==> src/rtl/reg_file_ctrl_if.sv <==
// -----------------------------------------------------------------------------
// reg_file_ctrl_if
//   Instruction handshake and completion status between a requester and the
//   register-file sequencer.
//   instr_valid / instr  : requester -> controller (instr = {op, rd, rs, imm})
//   instr_ready          : controller -> requester
//   done/result/carry/zero : controller -> requester, status of the last write
// -----------------------------------------------------------------------------
interface reg_file_ctrl_if;
   logic       instr_valid;
   logic       instr_ready;
   logic [9:0] instr;
   logic       done;
   logic [3:0] result;
   logic       carry;
   logic       zero;

   modport master (
      output instr_valid, instr,
      input  instr_ready, done, result, carry, zero
   );

   modport slave (
      input  instr_valid, instr,
      output instr_ready, done, result, carry, zero
   );
endinterface

==> src/rtl/reg_file_ctrl.sv <==
// -----------------------------------------------------------------------------
// reg_file_ctrl
//   Sequencer for a 4x4-bit register file that has no write enable. Executes
//   LDI/MOV/ADD/SUB one instruction at a time (IDLE -> READ -> WRITE) and can
//   zero R0..R3 after reset. Every cycle that is not a real write is turned
//   into a self-refresh: the register on SEL_W gets its own value back.
//   Ports:
//     clk, rst        clock, synchronous active-high reset
//     bus (slave)     instruction handshake + done/result/carry/zero status
//     rf_sel_a/b      read selects to the file
//     rf_sel_w        write select to the file
//     rf_data_in      write data to the file
//     rf_out_a/b      combinational read data from the file
// -----------------------------------------------------------------------------
module reg_file_ctrl #(
   parameter bit CLEAR_ON_RESET = 1'b1
) (
   input  logic            clk,
   input  logic            rst,
   reg_file_ctrl_if.slave  bus,
   output logic [1:0]      rf_sel_a,
   output logic [1:0]      rf_sel_b,
   output logic [1:0]      rf_sel_w,
   output logic [3:0]      rf_data_in,
   input  logic [3:0]      rf_out_a,
   input  logic [3:0]      rf_out_b
);

   typedef enum logic [1:0] {S_CLR, S_IDLE, S_READ, S_WRITE} state_e;

   state_e     state_q, state_d;
   logic [1:0] cnt_q, cnt_d;
   logic [9:0] instr_q;
   logic [3:0] res_q;
   logic       cy_q;
   logic [3:0] result_q;
   logic       carry_q, zero_q, done_q;

   logic [1:0] op, rd, rs;
   logic [3:0] imm;
   logic [4:0] alu;

   assign op  = instr_q[9:8];
   assign rd  = instr_q[7:6];
   assign rs  = instr_q[5:4];
   assign imm = instr_q[3:0];

   // ---------------- state register ----------------
   always_ff @(posedge clk) begin
      if (rst) begin
         state_q <= CLEAR_ON_RESET ? S_CLR : S_IDLE;
         cnt_q   <= 2'd0;
      end else begin
         state_q <= state_d;
         cnt_q   <= cnt_d;
      end
   end

   // ---------------- next state ----------------
   always_comb begin
      state_d = state_q;
      cnt_d   = cnt_q;
      case (state_q)
         S_CLR: begin
            cnt_d = cnt_q + 2'd1;
            if (cnt_q == 2'd3) state_d = S_IDLE;
         end
         S_IDLE:  if (bus.instr_valid) state_d = S_READ;
         S_READ:  state_d = S_WRITE;
         S_WRITE: state_d = S_IDLE;
         default: state_d = S_IDLE;
      endcase
   end

   // ---------------- outputs ----------------
   // own_wr marks the cycles that really write (CLR, WRITE); all others refresh.
   logic       own_wr;
   logic [1:0] wsel;
   logic [3:0] wdat;
   logic       rdy;

   always_comb begin
      rdy      = 1'b0;
      rf_sel_a = 2'd0;
      rf_sel_b = 2'd0;
      own_wr   = 1'b0;
      wsel     = 2'd0;
      wdat     = 4'd0;
      if (!rst) begin
         case (state_q)
            S_CLR: begin
               own_wr = 1'b1;
               wsel   = cnt_q;
            end
            S_IDLE: rdy = 1'b1;
            S_READ: begin
               rf_sel_a = rd;
               rf_sel_b = rs;
            end
            S_WRITE: begin
               own_wr = 1'b1;
               wsel   = rd;
               wdat   = res_q;
            end
            default: ;
         endcase
      end
   end

   assign rf_sel_w        = own_wr ? wsel : rf_sel_b;
   assign rf_data_in      = own_wr ? wdat : rf_out_b;
   assign bus.instr_ready = rdy;
   assign bus.done        = done_q;
   assign bus.result      = result_q;
   assign bus.carry       = carry_q;
   assign bus.zero        = zero_q;

   // ---------------- datapath ----------------
   // bit 4 is the ADD carry-out, or the SUB borrow (opA < opB).
   always_comb begin
      case (op)
         2'b00:   alu = {1'b0, imm};
         2'b01:   alu = {1'b0, rf_out_b};
         2'b10:   alu = {1'b0, rf_out_a} + {1'b0, rf_out_b};
         default: alu = {1'b0, rf_out_a} - {1'b0, rf_out_b};
      endcase
   end

   always_ff @(posedge clk) begin
      if (rst) begin
         instr_q  <= 10'd0;
         res_q    <= 4'd0;
         cy_q     <= 1'b0;
         result_q <= 4'd0;
         carry_q  <= 1'b0;
         zero_q   <= 1'b0;
         done_q   <= 1'b0;
      end else begin
         done_q <= (state_q == S_WRITE);
         if (state_q == S_IDLE && bus.instr_valid) instr_q <= bus.instr;
         if (state_q == S_READ) {cy_q, res_q} <= alu;
         if (state_q == S_WRITE) begin
            result_q <= res_q;
            zero_q   <= (res_q == 4'd0);
            if (op[1]) carry_q <= cy_q;   // LDI/MOV leave carry alone
         end
      end
   end

endmodule

==> src/flat_wrapper.sv <==
// flat-port wrapper written by rule: the top's interface ports become plain ports
module reg_file_ctrl_flat 
#(
   parameter bit CLEAR_ON_RESET = 1'b1
)
  (clk, rst, rf_sel_a, rf_sel_b, rf_sel_w, rf_data_in, rf_out_a, rf_out_b, bus_instr_valid, bus_instr, bus_instr_ready, bus_done, bus_result, bus_carry, bus_zero);
  reg_file_ctrl_if bus_i ();
  input  logic clk;
  input  logic rst;
  output logic [1:0] rf_sel_a;
  output logic [1:0] rf_sel_b;
  output logic [1:0] rf_sel_w;
  output logic [3:0] rf_data_in;
  input  logic [3:0] rf_out_a;
  input  logic [3:0] rf_out_b;
  input wire logic [$bits(bus_i.instr_valid)-1:0] bus_instr_valid;
  input wire logic [$bits(bus_i.instr)-1:0] bus_instr;
  output wire logic [$bits(bus_i.instr_ready)-1:0] bus_instr_ready;
  output wire logic [$bits(bus_i.done)-1:0] bus_done;
  output wire logic [$bits(bus_i.result)-1:0] bus_result;
  output wire logic [$bits(bus_i.carry)-1:0] bus_carry;
  output wire logic [$bits(bus_i.zero)-1:0] bus_zero;
  assign bus_i.instr_valid = bus_instr_valid;
  assign bus_i.instr = bus_instr;
  assign bus_instr_ready = bus_i.instr_ready;
  assign bus_done = bus_i.done;
  assign bus_result = bus_i.result;
  assign bus_carry = bus_i.carry;
  assign bus_zero = bus_i.zero;
  reg_file_ctrl #(.CLEAR_ON_RESET(CLEAR_ON_RESET)) u_core (.clk(clk), .rst(rst), .bus(bus_i), .rf_sel_a(rf_sel_a), .rf_sel_b(rf_sel_b), .rf_sel_w(rf_sel_w), .rf_data_in(rf_data_in), .rf_out_a(rf_out_a), .rf_out_b(rf_out_b));
endmodule
==> config.mk <==
export PLATFORM = sky130hd
export DESIGN_NAME = reg_file_ctrl_flat
export DESIGN_NICKNAME = d
export VERILOG_FILES = /design/src/rtl/reg_file_ctrl_if.sv /design/src/rtl/reg_file_ctrl.sv /design/src/flat_wrapper.sv
export SDC_FILE = /design/constraint.sdc
export NUM_CORES = 1
export LEC_CHECK = 0
export ABC_AREA = 1
export CORE_UTILIZATION = 24
export DETAILED_ROUTE_END_ITERATION = 7
export SLEW_MARGIN = 20
export SYNTH_ARGS = -nofsm -noshare
export SYNTH_HDL_FRONTEND = slang
export SYNTH_SLANG_ARGS = --single-unit
export TNS_END_PERCENT = 20
==> constraint.sdc <==
create_clock -name clk -period 3.5 [get_ports clk]
set_input_delay 0.7 -clock clk [delete_from_list [all_inputs] [get_ports clk]]
set_output_delay 0.7 -clock clk [all_outputs]
set_load 0.1 [all_outputs]
==> results of run 1 <==
per-stage QoR:
stage	setup slack [ns]	util	power, mW	hold WS (ns)	cells
6_report	0.821	0.346	1.35	0.462	325
4_1_cts	0.802	0.346	1.36	0.467	325
3_5_place_dp	0.744	0.339	1.20	0.453	322
5_1_grt	0.625	0.346	1.46	0.491	325
3_3_place_gp	0.778	0.339	1.19	0.451	322
2_1_floorplan	-0.0394	-	0.974	0.444	214
cell type report:
cell class,count,area (µm²)
timing repair buffer,39,473
tap,75,93.8
fill,616,3870
clock buffer,3,41.3
multi-input combinational,156,822
inverter,26,97.6
sequential,26,520
cells by family after synthesis:
logic type,Yosys count,synth area share
and+or+nand+nor,96,0.264
buffers and inverters,32,0.0901
DFF,26,0.353
adders and majority gates,11,0.0986
AOI/OAI and AO/OA,47,0.182
xor gates and xnor gates,2,0.0119
Yosys cell counts, types with 2 or more instances:
library cell and instances:
o21ai_1 16, nand3_1 11, inv_1 18, nand2_2 2, a21oi_1 15, o21ai_0 8, dfxtp_1 26, nor2_1 33
ha_1 10, buf_2 4, inv_2 8, a21oi_2 2, buf_4 2, nand2_1 47
critical path: stages, from the launching register on:
cell	delay, ns
dfxtp_1	0.41
inv_1	0.08
ha_1	0.37
nor2_1	0.24
inv_2	0.14
o21ai_1	0.25
buf_12	0.21
layer usage:
metal / track usage / up-vias / part of all wire
met1: 0.156 / 655 / 0.46
met3: 0.0307 / 4 / 0.050
li1: - / 758 / -
met5: 0 / - / 0
met4: 0.0375 / 0 / 0.017
met2: 0.209 / 34 / 0.48
path summary, 6_finish.rpt:
kind | start | to | slack [ns] | depth (start not counted)
worst max register to register | u_core.instr_q[9]$_SDFFE_PP0P_ | u_core.res_q[3]$_SDFFE_PP0N_ | 1.58 | 9
worst max-delay path | u_core.state_q[0]$_SDFFE_PP0P_ | rf_data_in[0] | 0.82 | 6
worst min-delay path | u_core.bus.result[1]$_SDFFE_PP0N_ | u_core.bus.result[1]$_SDFFE_PP0N_ | 0.46 | 2
worst min register to register | u_core.bus.result[1]$_SDFFE_PP0N_ | u_core.bus.result[1]$_SDFFE_PP0N_ | 0.46 | 2
power by group through the flow:
| stage | sequential [mW] | combinational [mW] | clock [mW] |
|---|---|---|---|
| after floorplan | 0.425 | 0.550 | 0 |
| after detailed placement | 0.416 | 0.784 | 0 |
| after CTS | 0.409 | 0.786 | 0.168 |
| final | 0.409 | 0.779 | 0.162 |
| after global routing | 0.418 | 0.860 | 0.181 |
| after global placement | 0.414 | 0.776 | 0 |
sequential cells by signal, indices dropped and copies added (netlist names):
name	cells
u_core.instr_q	10
u_core.bus.zero	1
u_core.bus.carry	1
u_core.cy_q	1
u_core.cnt_q	2
u_core.bus.result	4
u_core.bus.done	1
u_core.state_q	2
u_core.res_q	4
==> flow_metrics.env, run 1 <==
export IMPL_hold_buffers=0
export IMPL_cts_setup_buffers=0
export IMPL_cap_violations=0
export IMPL_numPortBuffers=38
export IMPL_synth_area_um2=1470
export IMPL_power_leakage_nw=0.850
export IMPL_netSwitchingFraction=0.478
export IMPL_cts_buffers=3
export IMPL_worst_setup_path_type="reg2out"
export IMPL_dpl_cell_area_um2=2010
export IMPL_syn_to_final_growth_pct=39.1
export IMPL_yosysSeqAreaShare=0.353
export IMPL_fin_area_um2=2050
export IMPL_final_setup_viol_count=0
export IMPL_grt_max_degree=19
export IMPL_htree_levels=1
export IMPL_clock_sinks=26
export IMPL_relSlewSlack=0.350
export IMPL_postRouteAntennaNets=0
export IMPL_clk_pin_slew_ns=0.08
export IMPL_first_pass_iters=4
export IMPL_overflow=0
export IMPL_synth_top_cell_area_share=0.353
export IMPL_gp_congestion=0.843
export IMPL_grt_pass1_vias=1393
export IMPL_hpwl_um=2950
export IMPL_peakVddDrop_mv=0.253
export IMPL_wl_um=3630
export IMPL_fin_tns_setup_ns=0
export IMPL_rsz0062_at_grt="false"
export IMPL_synth_cells=214
export IMPL_status="finished clean"
export IMPL_cp_required_ns=2.80
export IMPL_p_sw_mw=0.645
export IMPL_die_h_um=80.3
export IMPL_tritoncts="built"
export IMPL_clk_latency_ns=0.26
export IMPL_grt_first_pass_wirelength_um=6280
export IMPL_min_period_ns=2.68
export IMPL_cp_end_kind="primary output"
export IMPL_rows=28
export IMPL_synthFlopType="dfxtp_1"
export IMPL_synthesis_nets=246
export IMPL_num_vias=1451
export IMPL_final_common_cell="nand2_1"
export IMPL_core_um2=5920
export IMPL_yosys_warnings=0
export IMPL_dieArea_um2=6450
export IMPL_drc=0
export IMPL_synthTopCellsByArea="dfxtp_1 (35%), nand2_1 (12%), ha_1 (8.5%)"
export IMPL_finalNetCount=284
export IMPL_final_cell_mix="nand2_1 (47), nor2_1 (32), clkdlybuf4s50_1 (27)"
export IMPL_finalHoldViolCount=0
export IMPL_synth_async_sr_flop_share=0
export IMPL_synth_seq_cells=26
export IMPL_synth_edf_count=0
export IMPL_max_freq_ghz=0.373
export IMPL_cp_start_kind="register"
export IMPL_clock_power_share=0.120
export IMPL_avgSynthCellArea_um2=6.88
export IMPL_finalMaxSlewViolations=0
export IMPL_wl_per_cell_um=11.2
export IMPL_hold_path_class="reg2reg"
export IMPL_synth_largest_area_cell="dfxtp_1"
export IMPL_start_util=0.249
export IMPL_drive_above_1_share=0.128
export IMPL_grt_use_total=0.125
export IMPL_num_antenna_cells=0
export IMPL_cp_arrival_ns=1.98
export IMPL_viasPerCell=4.46
export IMPL_cts_root_buf="clkbuf_8"
export IMPL_p_per_area_nw_per_um2=659
export IMPL_antenna_found_initial=0
export IMPL_seqPwrFrac=0.303
export IMPL_io_pins=39
export IMPL_period_share=0.766
export IMPL_die_x_um=80.3
export IMPL_tightest_slew_ns=0.972
export IMPL_ctsLongestPathBuffers=2
export IMPL_critPathMaxFanout=8
export IMPL_cts_resized_gates=0
export IMPL_ys_types=26
export IMPL_combPwrFrac=0.577
export IMPL_drt_initial_drc_count=60
export IMPL_skew_ns=0.00560
export IMPL_p_int_mw=0.705
No activity file was read; power rests on OpenSTA's default activity.
==> run 2, diff against run 1 <==
Clock period 3.5 ns to 2.45 ns, I/O delays scaled along.
==> flow_metrics.env, run 2 (synthesized netlist as in run 1, its figures left out) <==
export IMPL_cp_start_kind="register"
export IMPL_antenna_found_initial=0
export IMPL_max_freq_ghz=0.429
export IMPL_overflow=0
export IMPL_finalNetCount=288
export IMPL_skew_ns=0.00502
export IMPL_first_pass_iters=4
export IMPL_p_per_area_nw_per_um2=928
export IMPL_cp_required_ns=1.96
export IMPL_grt_first_pass_wirelength_um=6330
export IMPL_finalMaxSlewViolations=0
export IMPL_hold_buffers=0
export IMPL_path_buf_inv=3
export IMPL_min_from="u_core.bus.result[0]$_SDFFE_PP0N_"
export IMPL_htree_levels=1
export IMPL_largest_reg_flops=10
export IMPL_die_h_um=80.3
export IMPL_rsz0062_at_grt="false"
export IMPL_drt_initial_drc_count=78
export IMPL_path_delay_family="flip-flops"
export IMPL_clock_sinks=26
export IMPL_rrSetupSlack_ns=0.53
export IMPL_regToRegEndpoint="u_core.res_q[3]$_SDFFE_PP0N_"
export IMPL_min_period_ns=2.33
export IMPL_slowest_stage="dfxtp_1"
export IMPL_period_share=0.952
export IMPL_clk_latency_ns=0.26
export IMPL_numPortBuffers=38
export IMPL_postRouteAntennaNets=0
export IMPL_relSlewSlack=0.673
export IMPL_power_mw=1.97
export IMPL_hpwl_um=2810
export IMPL_dieArea_um2=6450
export IMPL_hold_end="u_core.bus.result[0]$_SDFFE_PP0N_"
export IMPL_clk_pin_slew_ns=0.08
export IMPL_finalHoldViolCount=0
export IMPL_core_um2=5920
export IMPL_num_vias=1440
export IMPL_r2r_start="u_core.instr_q[9]$_SDFFE_PP0P_"
export IMPL_die_x_um=80.3
export IMPL_largest_register="u_core.instr_q"
export IMPL_hold_path_class="reg2reg"
export IMPL_tightest_slew_ns=0.489
export IMPL_gr_usage_met2=0.207
export IMPL_grt_pass1_vias=1410
export IMPL_worst_setup_path_type="reg2out"
export IMPL_cts_buffers=3
export IMPL_cap_violations=0
export IMPL_final_common_cell="nand2_1"
export IMPL_hold_depth=2
export IMPL_fin_tns_setup_ns=0
export IMPL_path_cells="inv_1 > ha_1 > nor2_4 > inv_2 > o21ai_2 > buf_12"
export IMPL_placed_cells=326
export IMPL_cp_arrival_ns=1.84
export IMPL_grt_max_degree=19
export IMPL_reg2reg_depth=9
export IMPL_status="finished clean"
export IMPL_peakVddDrop_mv=0.518
export IMPL_final_cell_mix="nand2_1 (46), nor2_1 (30), dfxtp_1 (26)"
export IMPL_tritoncts="built"
export IMPL_rows=28
export IMPL_final_setup_viol_count=0
export IMPL_grt_busiest_layer="met2"
export IMPL_finalNonFillerCells=329
export IMPL_syn_to_final_growth_pct=44.0
export IMPL_wl_um=3520
export IMPL_grt_use_total=0.127
export IMPL_wl_per_cell_um=10.7
export IMPL_viasPerCell=4.38
export IMPL_critPathMaxFanout=8
export IMPL_fin_util=0.358
export IMPL_grt_util_met1=0.169
export IMPL_power_leakage_nw=0.895
export IMPL_met3_usage=0.0284
export IMPL_drc=0
export IMPL_num_antenna_cells=0
export IMPL_drive_above_1_share=0.201
export IMPL_cts_root_buf="clkbuf_8"
export IMPL_io_pins=39
export IMPL_ctsLongestPathBuffers=2
export IMPL_gp_congestion=0.866
export IMPL_cp_end_kind="primary output"
export IMPL_whs_ns=0.474
export IMPL_slowest_delay_ns=0.42
export IMPL_start_util=0.249
run 2: worst max path at each step:
stage	from	to	slack, ns	cells past startpoint
6_report	u_core.state_q[0]$_SDFFE_PP0P_	rf_data_in[1]	0.12	6
4_1_cts	u_core.state_q[0]$_SDFFE_PP0P_	rf_data_in[0]	0.03	6
3_5_place_dp	rf_out_b[1]	u_core.cy_q$_SDFFE_PP0N_	-0.01	13
3_3_place_gp	rf_out_b[1]	u_core.cy_q$_SDFFE_PP0N_	0.04	13
2_1_floorplan	u_core.state_q[0]$_SDFFE_PP0P_	rf_data_in[0]	-0.46	5
5_1_grt	u_core.state_q[0]$_SDFFE_PP0P_	rf_data_in[0]	0.01	6
run 2: area by class of cell:
cell class / instances / area, µm²
clock buffer: 3 / 41.3
fill: 619 / 3800
inverter: 26 / 97.6
multi-input combinational: 156 / 857
sequential: 26 / 520
tap: 75 / 93.8
timing repair buffer: 43 / 510
run 2: what timing repair did:
item,4_1_cts,5_1_grt
setup buffers,0,0
pin swaps,0,0
endpoints found under the setup margin,4,6
cloned,0,0
resized for setup,2,5
run 2: tightest hold or removal path, delay by kind of cell (launching register included):
kind	cells	cell delay (ns)
and+or+nand+nor	1	0.06
DFF	1	0.32
AOI/OAI and AO/OA	1	0.05
run 2: where the power goes:
| group | switching, mW | total, mW | internal (mW) | leakage (nW) |
|---|---|---|---|---|
| sequential | 0.0755 | 0.588 | 0.512 | 0.212 |
| combinational | 0.738 | 1.15 | 0.412 | 0.661 |
| clock | 0.121 | 0.231 | 0.110 | 0.0216 |
| total | 0.934 | 1.97 | 1.03 | 0.895 |
run 2: through the flow:
step	worst slack, ns	cell area, µm²
2_1_floorplan	-0.459	1490
3_3_place_gp	0.0387	2050
3_5_place_dp	-0.0129	2050
4_1_cts	0.0338	2100
5_1_grt	0.0146	2120
6_report	0.118	2120
run 2: metal layers:
metal	up-vias	part of all wire
li1	771	-
met1	637	0.50
met2	30	0.45
met3	2	0.046
met4	0	0.0094
met5	-	0
